===== src/rtl/pipe_stage_skid.sv =====
// pipe_stage_skid
// Elastic pipeline-stage register with a valid/ready handshake on both sides,
// a synchronous flush that leaves a bubble behind, and an optional two-entry
// skid buffer that makes in_ready a pure register output.
module pipe_stage_skid #(
  parameter int            DW         = 64,
  parameter logic [DW-1:0] RESET_DATA = '0,
  parameter bit            SKID       = 1'b1,
  parameter int            CNT_W      = 16
) (
  input  logic             clk,
  input  logic             reset,
  input  logic             flush,
  input  logic             in_valid,
  output logic             in_ready,
  input  logic [DW-1:0]    in_data,
  output logic             out_valid,
  input  logic             out_ready,
  output logic [DW-1:0]    out_data,
  output logic [1:0]       occupancy,
  output logic [CNT_W-1:0] stall_cnt
);

  localparam logic [CNT_W-1:0] STALL_MAX = '1;

  logic [CNT_W-1:0] stall_cnt_reg;

  // Count cycles where downstream refuses a live word; saturates instead of
  // wrapping, and deliberately survives a flush.
  always_ff @(posedge clk) begin
    if (reset) begin
      stall_cnt_reg <= '0;
    end else if (out_valid && !out_ready && (stall_cnt_reg != STALL_MAX)) begin
      stall_cnt_reg <= stall_cnt_reg + 1'b1;
    end
  end

  assign stall_cnt = stall_cnt_reg;

  generate
    if (SKID) begin : g_skid
      // M is the head entry driving the output, S catches the word that
      // arrives while M is blocked so in_ready never depends on out_ready.
      typedef enum logic [1:0] {
        ST_EMPTY = 2'd0,
        ST_BUSY  = 2'd1,
        ST_FULL  = 2'd2
      } state_t;

      state_t        state_reg, state_next;
      logic [DW-1:0] m_d_reg, m_d_next;
      logic [DW-1:0] s_d_reg, s_d_next;
      logic          in_ready_reg, in_ready_next;
      logic          out_valid_reg, out_valid_next;
      logic [1:0]    occ_reg, occ_next;
      logic          in_xfer, out_xfer;

      assign in_xfer  = in_valid && in_ready_reg;
      assign out_xfer = out_valid_reg && out_ready;

      // Next-state and datapath selection; flush overrides any transfer.
      always_comb begin
        state_next = state_reg;
        m_d_next   = m_d_reg;
        s_d_next   = s_d_reg;
        if (flush) begin
          state_next = ST_EMPTY;
          m_d_next   = RESET_DATA;
          s_d_next   = RESET_DATA;
        end else begin
          case (state_reg)
            ST_EMPTY: begin
              if (in_xfer) begin
                m_d_next   = in_data;
                state_next = ST_BUSY;
              end
            end
            ST_BUSY: begin
              if (in_xfer && out_xfer) begin
                m_d_next = in_data;
              end else if (in_xfer) begin
                s_d_next   = in_data;
                state_next = ST_FULL;
              end else if (out_xfer) begin
                state_next = ST_EMPTY;
              end
            end
            ST_FULL: begin
              if (out_xfer) begin
                m_d_next   = s_d_reg;
                state_next = ST_BUSY;
              end
            end
            default: begin
              state_next = ST_EMPTY;
            end
          endcase
        end
      end

      // Decode the handshake outputs from the upcoming state so they can be
      // registered alongside it rather than decoded after the flops.
      always_comb begin
        out_valid_next = (state_next != ST_EMPTY);
        in_ready_next  = (state_next != ST_FULL);
        case (state_next)
          ST_BUSY: occ_next = 2'd1;
          ST_FULL: occ_next = 2'd2;
          default: occ_next = 2'd0;
        endcase
      end

      // State, payload and registered handshake outputs.
      always_ff @(posedge clk) begin
        if (reset) begin
          state_reg     <= ST_EMPTY;
          m_d_reg       <= RESET_DATA;
          s_d_reg       <= RESET_DATA;
          in_ready_reg  <= 1'b1;
          out_valid_reg <= 1'b0;
          occ_reg       <= 2'd0;
        end else begin
          state_reg     <= state_next;
          m_d_reg       <= m_d_next;
          s_d_reg       <= s_d_next;
          in_ready_reg  <= in_ready_next;
          out_valid_reg <= out_valid_next;
          occ_reg       <= occ_next;
        end
      end

      assign in_ready  = in_ready_reg;
      assign out_valid = out_valid_reg;
      assign out_data  = m_d_reg;
      assign occupancy = occ_reg;
    end else begin : g_single
      // Single register: a new word may enter in the same cycle the held
      // one leaves, so in_ready looks through to out_ready.
      logic          m_v_reg, m_v_next;
      logic [DW-1:0] m_d_reg, m_d_next;
      logic          in_xfer, out_xfer;

      assign in_ready = !m_v_reg || out_ready;
      assign in_xfer  = in_valid && in_ready;
      assign out_xfer = m_v_reg && out_ready;

      // Load on accept, drop the valid bit on a drain without refill.
      always_comb begin
        m_v_next = m_v_reg;
        m_d_next = m_d_reg;
        if (flush) begin
          m_v_next = 1'b0;
          m_d_next = RESET_DATA;
        end else if (in_xfer) begin
          m_v_next = 1'b1;
          m_d_next = in_data;
        end else if (out_xfer) begin
          m_v_next = 1'b0;
        end
      end

      // Main register.
      always_ff @(posedge clk) begin
        if (reset) begin
          m_v_reg <= 1'b0;
          m_d_reg <= RESET_DATA;
        end else begin
          m_v_reg <= m_v_next;
          m_d_reg <= m_d_next;
        end
      end

      assign out_valid = m_v_reg;
      assign out_data  = m_d_reg;
      assign occupancy = {1'b0, m_v_reg};
    end
  endgenerate

endmodule

===== config.mk =====
export PLATFORM = sky130hd
export DESIGN_NAME = pipe_stage_skid
export DESIGN_NICKNAME = d
export VERILOG_FILES = /design/src/rtl/pipe_stage_skid.sv
export SDC_FILE = /design/constraint.sdc
export NUM_CORES = 1
export LEC_CHECK = 0
export BUFFER_PORTS_ARGS = -buffer_cell sky130_fd_sc_hd__buf_2
export CORE_ASPECT_RATIO = 0.75
export CORE_MARGIN = 2
export CORE_UTILIZATION = 30
export DETAILED_ROUTE_END_ITERATION = 16
export SYNTH_ARGS = -nofsm -noshare
export SYNTH_HDL_FRONTEND = slang
export SYNTH_SLANG_ARGS = --single-unit

===== constraint.sdc =====
create_clock -name clk -period 4.28 [get_ports clk]
set_clock_uncertainty 0.1 [all_clocks]
set_input_delay 1.284 -clock clk [delete_from_list [all_inputs] [get_ports clk]]
set_output_delay 1.284 -clock clk [all_outputs]
set_load 0.005 [all_outputs]

==> results_dict.tcl <==
set metrics [dict create \
    status "finished clean" \
    cts-root-buf "clkbuf_16" \
    slew_violations 0 \
    yosysWarnings 0 \
    nets 895 \
    grt_pass1_wl_um 27390 \
    min_period_ps 2847 \
    first_pass_iters 4 \
    synth-main-ff-cell "dfxtp_1" \
    htreeDepth 4 \
    die_w_um 170.7 \
    synth_edf_count 0 \
    design.core.area_mm2 0.02033 \
    cts_sinks 150 \
    r2r_setup_slack_ps 1850 \
    rsz0062_at_grt "false" \
    synth_top_family_by_area "simple AND/OR/NAND/NOR gates" \
    required_ps 4500 \
    intPower_uw 2531 \
    grt_max_degree 68 \
    crit_slowest_cell "or3_4" \
    crit_path_max_fanout 21 \
    irDropWorstVdd_v 0.0001975 \
    io_pins 153 \
    final_antenna_net_count 0 \
    switching_power_uw 795.7 \
    worstSetupStartpointType "input pin" \
    start_util_pct 30.77 \
    cp_data_arrival_time_ps 3060 \
    switching_share_pct 23.92 \
    dp_hpwl_um 10680 \
    grt_util_all_layers_pct 15.80 \
    hold_path.class "reg2reg" \
    hold_viol_final 0 \
    dr.first_iter.drc_count 322 \
    ys_ff_latch 150 \
    hold_buffers 0 \
    maxSlewHeadroom_pct 50.65 \
    power.total_uw 3327 \
    gp_routability_congestion 0.8060 \
    antenna_found_initial 1 \
    syn_to_final_growth_pct 26.09 \
    drt-vias-per-instance 4.919 \
    instances_no_fill 1119 \
    fin_crit_sh_pct 66.52 \
    synth_fa_ha_area_share_pct 0.2001 \
    leakagePower_uw 0.003448 \
    pre_cts_ws_ps 996.8 \
    synthMuxAreaShare_pct 10.94 \
    dieArea_mm2 0.02203 \
    mappedNetlistNets 771 \
    comb_power_share_pct 8.4 \
    max_freq_ghz 0.3512 \
    pwr-share-seq_pct 43.8 \
    cts.path.max_buffers 2 \
    insertion_delay_ps 420 \
    critPathKind "in2reg" \
    cts_setup_buffers 0 \
    seq_area_frac_synth_pct 48.02 \
    totalWireLength_um 17110 \
    p_per_area_mw_per_mm2 421.9 \
    cts_resized 0 \
    synth_compound_area_share_pct 16.39 \
    syn_avg_cell_area_um2 8.921 \
    rows 45 \
    cpPeakStageDelay_ps 540 \
    drc_errors 0 \
    setup_viol 0 \
    clkSlewWorstSetupHoldPaths_ps 60 \
    grt_overflow 0 \
    finalSetupTns_ps 0 \
    dpl.cell_count 1088 \
    cts_buffers 17 \
    synth_simple_gate_area_share_pct 19.73 \
    end_kind "flip-flop" \
    worst_pin_slew_ps 734.7 \
    ys_types 50 \
    cap_violations 0 \
    netlist_area_mm2 0.006253 \
    layout-drive-gt1-share_pct 25.45 \
    n_antenna_cell 0 \
    die_h_um 129.0 \
    setup_slack_ps 1433 \
    synth_xor_area_share_pct 0 \
    vias 5504 \
    clockPowerShare_pct 47.8 \
    grt_pass1_vias 5165 \
    io_buffers 152 \
    netlist_instances 701 \
    async_flop_share_pct 0 \
    crit_chain "buf_2, nand2b_1, or3_4, or4_1, o211a_1" \
    wl_per_cell_um 15.29 \
    final_common_cell "buf_2" \
    cts_tree "built" \
    final_cell_mix "152 x buf_2, 150 x dfxtp_1, 138 x nand2_1" \
]
[Yosys cell counts, types with 3 or more instances]
cell | count | area share, %
dfxtp_1 | 150 | 48
nand2_1 | 138 | 8.3
a21oi_1 | 74 | 5.9
nor3_1 | 69 | 5.5
mux2i_1 | 65 | 10
a211oi_1 | 64 | 7.7
buf_2 | 35 | 2.8
clkbuf_1 | 18 | 1.1
nor2_1 | 9 | 0.54
nand3_1 | 6 | 0.48
o31ai_1 | 6 | 0.72
or4_1 | 6 | 0.72
buf_1 | 5 | 0.30
nand4_1 | 5 | 0.50
inv_1 | 4 | 0.24
nor2b_1 | 3 | 0.30
o211a_1 | 3 | 0.48
[path summary, 6_finish.rpt]
path                            from                 end  depth (start not counted)
hold reg to reg   g_skid.s_d_reg[55]  g_skid.s_d_reg[55]                          2
setup reg to reg        stall_cnt[0]        stall_cnt[9]                          5
hold / removal    g_skid.s_d_reg[55]  g_skid.s_d_reg[55]                          2
setup / recovery           out_ready       stall_cnt[15]                          5
[power groups by stage]
stage | Combinational (uW) | Clock (uW) | Sequential [uW]
final | 279 | 1590 | 1460
after CTS | 283 | 1640 | 1460
after detailed placement | 282 | 0 | 1490
after global placement | 281 | 0 | 1490
after floorplan | 158 | 0 | 1490
after global routing | 312 | 1700 | 1460
[metrics by stage]
step	util, %	hold slack, ps	area, um2
floorplan	-	335.7	6254
global placement	35.73	340.8	7262
detailed placement	35.73	345.8	7262
CTS	38.79	354.7	7885
global route	38.79	366.2	7885
finish	38.79	351.6	7885
[worst max-delay path, delay by kind of cell]
kind,cells,cell delay (ps)
AOI/OAI and AO/OA,1,140
and+or+nand+nor,3,1520
buffers and inverters,1,110
[per-layer routing]
metal | GRT usage (%) | part of all wire, %
met2 | 23.82 | 43
met1 | 22.20 | 50
met3 | 4.032 | 6.1
met4 | 4.927 | 1.0
met5 | 0 | 0
[logic make-up after synthesis]
logic type / count (synthesis)
and+or+nand+nor: 258
AOI/OAI and AO/OA: 160
DFF: 150
muxes: 68
buffers and inverters: 64
adders and majority gates: 1
[area by class of cell]
cell class              count  area, um2
fillers                  2079      12440
multi-input cells         487       3020
flip-flops and latches    150       3003
repair buffers            165      870.8
clock buffers              21      480.5
well taps                 282      352.8
clock inverters            10      142.6
inverters                   4      15.01
(Power assumes the default switching activity.)
